<file path="src/rtl/mp_arith_pkg.sv">
// Shared definitions for the word-serial multi-precision arithmetic units
// (adder and subtractor): FSM state encoding and iteration/counter sizing helpers.
package mp_arith_pkg;

    typedef enum logic [1:0] {
        IDLE = 2'b00,
        SUB  = 2'b01,
        DONE = 2'b10
    } arithState_e;

    // Number of word-serial passes needed to cover the whole operand.
    function automatic int nIterations(input int operandWidth, input int adderWidth);
        return operandWidth / adderWidth;
    endfunction

    // One spare bit so the counter can represent N_ITERATIONS itself.
    function automatic int counterWidth(input int iterations);
        return $clog2(iterations) + 1;
    endfunction

    localparam int DEFAULT_OPERAND_WIDTH = 512;
    localparam int DEFAULT_ADDER_WIDTH   = 32;
    localparam int DEFAULT_N_ITERATIONS  = DEFAULT_OPERAND_WIDTH / DEFAULT_ADDER_WIDTH;
    localparam int DEFAULT_COUNTER_WIDTH = $clog2(DEFAULT_N_ITERATIONS) + 1;

endpackage

</file>
<file path="src/rtl/mp_subtractor_sub_word.sv">
// Single-slice subtractor: A - B - borrowIn computed as A + ~B + ~borrowIn,
// so the outgoing borrow is the inverse of the adder carry-out.
module sub_word #(
    parameter int ADDER_WIDTH = 32
) (
    input  logic [ADDER_WIDTH-1:0] iA,
    input  logic [ADDER_WIDTH-1:0] iB,
    input  logic                   iBorrow,
    output logic [ADDER_WIDTH-1:0] oDiff,
    output logic                   oBorrow
);

    logic [ADDER_WIDTH:0] sum;

    always_comb begin
        sum     = {1'b0, iA} + {1'b0, ~iB} + {{ADDER_WIDTH{1'b0}}, ~iBorrow};
        oDiff   = sum[ADDER_WIDTH-1:0];
        oBorrow = ~sum[ADDER_WIDTH];
    end

endmodule

</file>
<file path="src/rtl/mp_subtractor.sv">
// Word-serial multi-precision subtractor: computes iOpA - iOpB one ADDER_WIDTH
// slice per clock, LSW first, reporting final borrow (A < B) and a zero flag.
module mp_subtractor
    import mp_arith_pkg::*;
#(
    parameter int OPERAND_WIDTH = 512,
    parameter int ADDER_WIDTH   = 32
) (
    input  logic                     iClk,
    input  logic                     iRst,
    input  logic                     iStart,
    input  logic [OPERAND_WIDTH-1:0] iOpA,
    input  logic [OPERAND_WIDTH-1:0] iOpB,
    output logic [OPERAND_WIDTH-1:0] oRes,
    output logic                     oBorrow,
    output logic                     oZero,
    output logic                     oBusy,
    output logic                     oDone
);

    localparam int N_ITERATIONS = nIterations(OPERAND_WIDTH, ADDER_WIDTH);
    localparam int CNT_W        = counterWidth(N_ITERATIONS);
    localparam logic [CNT_W-1:0] LAST_COUNT = CNT_W'(N_ITERATIONS - 1);

    arithState_e state;
    arithState_e stateNext;

    logic [OPERAND_WIDTH-1:0] regA;
    logic [OPERAND_WIDTH-1:0] regB;
    logic [OPERAND_WIDTH-1:0] regResult;
    logic [CNT_W-1:0]         counter;
    logic                     borrow;
    logic                     zeroAcc;
    logic                     resultValid;

    logic [ADDER_WIDTH-1:0]   sliceDiff;
    logic                     sliceBorrow;
    logic                     lastIter;

    sub_word #(
        .ADDER_WIDTH(ADDER_WIDTH)
    ) uSubWord (
        .iA      (regA[ADDER_WIDTH-1:0]),
        .iB      (regB[ADDER_WIDTH-1:0]),
        .iBorrow (borrow),
        .oDiff   (sliceDiff),
        .oBorrow (sliceBorrow)
    );

    assign lastIter = (counter == LAST_COUNT);

    always_ff @(posedge iClk) begin
        if (iRst) begin
            state <= IDLE;
        end else begin
            state <= stateNext;
        end
    end

    always_comb begin
        stateNext = state;
        case (state)
            IDLE:    if (iStart) stateNext = SUB;
            SUB:     if (lastIter) stateNext = DONE;
            DONE:    stateNext = IDLE;
            default: stateNext = IDLE;
        endcase
    end

    // Operands shift right each pass while the result fills from the MSB end,
    // so after N_ITERATIONS passes the difference is fully aligned.
    always_ff @(posedge iClk) begin
        if (iRst) begin
            regA        <= '0;
            regB        <= '0;
            regResult   <= '0;
            counter     <= '0;
            borrow      <= 1'b0;
            zeroAcc     <= 1'b0;
            resultValid <= 1'b0;
        end else begin
            case (state)
                IDLE: begin
                    if (iStart) begin
                        regA        <= iOpA;
                        regB        <= iOpB;
                        counter     <= '0;
                        borrow      <= 1'b0;
                        zeroAcc     <= 1'b1;
                        resultValid <= 1'b0;
                    end
                end
                SUB: begin
                    regResult <= {sliceDiff, regResult[OPERAND_WIDTH-1:ADDER_WIDTH]};
                    regA      <= {{ADDER_WIDTH{1'b0}}, regA[OPERAND_WIDTH-1:ADDER_WIDTH]};
                    regB      <= {{ADDER_WIDTH{1'b0}}, regB[OPERAND_WIDTH-1:ADDER_WIDTH]};
                    borrow    <= sliceBorrow;
                    zeroAcc   <= zeroAcc & (sliceDiff == '0);
                    counter   <= counter + CNT_W'(1);
                    if (lastIter) resultValid <= 1'b1;
                end
                default: ;
            endcase
        end
    end

    assign oRes    = regResult;
    assign oBorrow = borrow;
    assign oZero   = zeroAcc & ((state == DONE) | resultValid);
    assign oBusy   = (state == SUB) | (state == DONE);
    assign oDone   = (state == DONE);

endmodule

</file>
<file path="config.mk">
export PLATFORM = sky130hd
export DESIGN_NAME = mp_subtractor
export DESIGN_NICKNAME = d
export VERILOG_FILES = /design/src/rtl/mp_arith_pkg.sv /design/src/rtl/mp_subtractor_sub_word.sv /design/src/rtl/mp_subtractor.sv
export SDC_FILE = /design/constraint.sdc
export NUM_CORES = 2
export LEC_CHECK = 0
export CAP_MARGIN = 20
export CORE_AREA = 2 2 600 602
export DETAILED_ROUTE_END_ITERATION = 10
export DIE_AREA = 0 0 602 604
export PLACE_DENSITY = 0.37
export SYNTH_ARGS = -nofsm -noshare
export SYNTH_HDL_FRONTEND = slang
export SYNTH_HIERARCHICAL = 1
export SYNTH_SLANG_ARGS = --single-unit
export TNS_END_PERCENT = 1
</file>
<file path="constraint.sdc">
create_clock -name iClk -period 4.34 [get_ports iClk]
set_clock_uncertainty 0.15 [all_clocks]
set_input_delay 1.302 -clock iClk [delete_from_list [all_inputs] [get_ports iClk]]
set_output_delay 1.302 -clock iClk [all_outputs]
set_load 0.005 [all_outputs]
</file>
==> impl_metrics.csv <==
group,metric,value,unit
place,dp_hpwl,307,mm
floorplan,die_y,604,um
pwr,ir_worst_vdd,0.000837,V
sta,min_period,4.08,ns
routing,first_pass_iters,7,
sta,fin_setup_tns,0,ns
routing,drtIter0Drc,6396,
pwr,pwr-share-seq,31.1,%
sta,drv_slew,0,
setup_path,crit_type,"flip-flop to flip-flop",
routing,vias,78000,
finish,layout-drive-gt1-share,5.89,%
grt,grt_max_degree,176,
place,io_buffers,1542,
routing,drt_wl_total,413,mm
floorplan,chipWidth,602,um
synth,synthFlopType,"dfxtp_1",
clock_network,cts.sinks,1546,
clock_network,h-tree-depth,4,
pwr,p_total,77.1,mW
setup_path,crit_fanout,3,
sta,tightest_slew,1.27,ns
pwr,leakage,44.5,nW
place,post_dp_cell_area,95900,um2
finish,area_growth,34.9,%
sta,slew_headroom,15.6,%
clock_network,cts_setup_buffers,0,
synth,synth.top_cell.area_share,40.6,%
clock_network,cts-buffers-inserted,204,
synth,synth_cells,10700,
finish,postLayoutCoreUtil,28.8,%
sta,rsz0062_at_grt,"false",
run_status,outcome,"finished, final reports clean",
floorplan,core_area,358000,um2
routing,post_drt_wl_per_cell,24.8,um
floorplan,die-area,364000,um2
synth,synth_top_area_cell,"dfxtp_1",
floorplan,fp-row-count,220,
setup_path,cp-end-kind,"flip-flop",
synth,synthTopCellsByArea,"dfxtp_1, nor2_1, a31oi_1",
clock_network,clk_path_buf_depth,4,
grt,grt_pass1_vias,72400,
synth,yosysWarningCount,6,
synth,synth_edf_count,0,
floorplan,start_util,21.3,%
routing,drt-vias-per-instance,4.68,
finish,design_area,103000,um2
synth,syn_area,76200,um2
sta,setup_viol,0,
clock_network,holdBufCountCts,0,
clock_network,cts_root_buf,"clkbuf_16",
finish,fin_nets,12700,
hold_path,hold_class,"flip-flop to flip-flop",
grt,grt_usage,21.5,%
clock_network,cts_resized,0,
synth,ys_ff_latch,1546,
synth,synth.avg_cell_area,7.15,um2
grt,grt_pass1_wl,569,mm
floorplan,io_pins,1543,
synth,seq_area_frac_synth,40.6,%
routing,final_antenna_net_count,0,
synth,syn_nets,11700,
sta,fmax,245,MHz
setup_path,cp-start-kind,"flip-flop",
setup_path,cp.arrival,4.75,ns
place,finalWeightedCongestion,0.859,
place,dpl.cell_count,16200,
sta,fin_crit_sh,94.0,%
finish,final_cell_mix,"nor2_1, dfxtp_1, clkdlybuf4s50_1, inv_1, a31oi_1",
clock_network,cts_tree,"done",
finish,layout_commonest_cell,"nor2_1",
pwr,p_sw,34.8,mW
pwr,intPower,42.3,mW
pwr,p_comb_share,46.1,%
clock_network,clk_pin_slew,0.06,ns
synth,async_flop_share,0,%
clock_network,clk_latency,0.93,ns
synth,yosysUniqueCellTypes,58,
grt,grt.overflow.total,0,
job,max_cap_violations,0,
sta,hold_viol_final,0,
grt,antenna_found_initial,173,
pwr,clockPowerShare,22.8,%
pwr,powerDensity,750,nW/um2
routing,route.detailed.drc,0,
pwr,netSwitchingFraction,45.1,%
setup_path,cp.required,5.01,ns
finish,fin_cells,16700,
==> stage by stage <==
stage | hold WS [ns] | setup slack [ns]
6_report | 0.320 | 0.261
2_1_floorplan | 0.306 | 1.15
4_1_cts | 0.311 | 0.266
5_1_grt | 0.346 | 0.0473
3_5_place_dp | 0.334 | 0.311
3_3_place_gp | 0.318 | 0.00105
==> cell families after synthesis <==
| logic type | synth area share, % |
|---|---|
| adder cells (fa/ha/maj) | 0.677 |
| AO/OA/AOI/OAI | 9.44 |
| buffers and inverters | 10.1 |
| multiplexers | 6.81 |
| AND/OR/NAND/NOR | 32.0 |
| flip-flops | 40.6 |
| XOR/XNOR | 0.356 |
==> worst max-delay path: stages (launching register included) <==
cell and delay, ns:
dfxtp_1 0.35, inv_1 0.07, fa_1 0.46, a211o_1 0.35, a211oi_2 0.33, o31ai_1 0.22
o21ai_1 0.31, nand2_1 0.16, a21oi_1 0.22, xnor2_1 0.14, nor4_1 0.40, buf_4 0.17
nand4_1 0.09, or4_1 0.45, o22ai_1 0.13
==> layer usage <==
layer,wire (um),global-route usage [%],up-vias
met3,21800,3.24,622
li1,-,-,37400
met5,141,0,-
met1,179000,27.8,37400
met4,13300,7.81,22
met2,198000,36.0,2602
==> power groups by stage <==
stage / clock network (mW) / logic (mW) / registers, mW
after floorplan: 0 / 25.9 / 22.0
after global placement: 0 / 35.5 / 24.2
final: 17.6 / 35.5 / 24.0
after detailed placement: 0 / 35.6 / 24.3
after global routing: 18.6 / 39.6 / 24.6
after CTS: 18.1 / 35.7 / 24.0
==> final timing paths <==
| path | startpoint | endpoint | slack [ns] | cells after the start |
|---|---|---|---|---|
| setup / recovery | regB[0] | zeroAcc | 0.26 | 14 |
| hold / removal | regB[488] | regB[456] | 0.32 | 2 |
| setup reg to reg | regB[0] | zeroAcc | 0.26 | 14 |
| hold reg to reg | regB[488] | regB[456] | 0.32 | 2 |
==> registers in the layout (all words and copies together), names as in the netlist <==
| signal | flops |
|---|---|
| regA | 512 |
| counter | 5 |
| resultValid | 1 |
| zeroAcc | 1 |
| oRes | 512 |
| oBorrow | 1 |
| state | 2 |
| regB | 512 |
==> final cells by class <==
class | count | area (um2)
antenna | 65 | 163
clock buffer | 311 | 6120
clock inverter | 56 | 686
fill | 38600 | 255000
inverter | 1007 | 3780
multi-input combinational | 7205 | 37600
sequential | 1546 | 30900
tap | 4773 | 5970
timing repair buffer | 1705 | 17600
==> cell usage after synthesis, types with 8 or more instances <==
cell,instances
nor2_1,4443
dfxtp_1,1546
inv_1,1007
a31oi_1,969
nor4_1,767
mux2i_1,517
buf_2,403
clkbuf_1,352
nor4_2,199
buf_1,117
a22oi_1,66
ha_1,38
a21oi_1,35
nand2_1,28
xnor2_1,21
o21ai_0,19
buf_4,15
xor2_1,10
nand3_1,9
a21o_1,8
nand4_1,8
o21a_1,8
No activity file was read; power rests on OpenSTA's default activity.
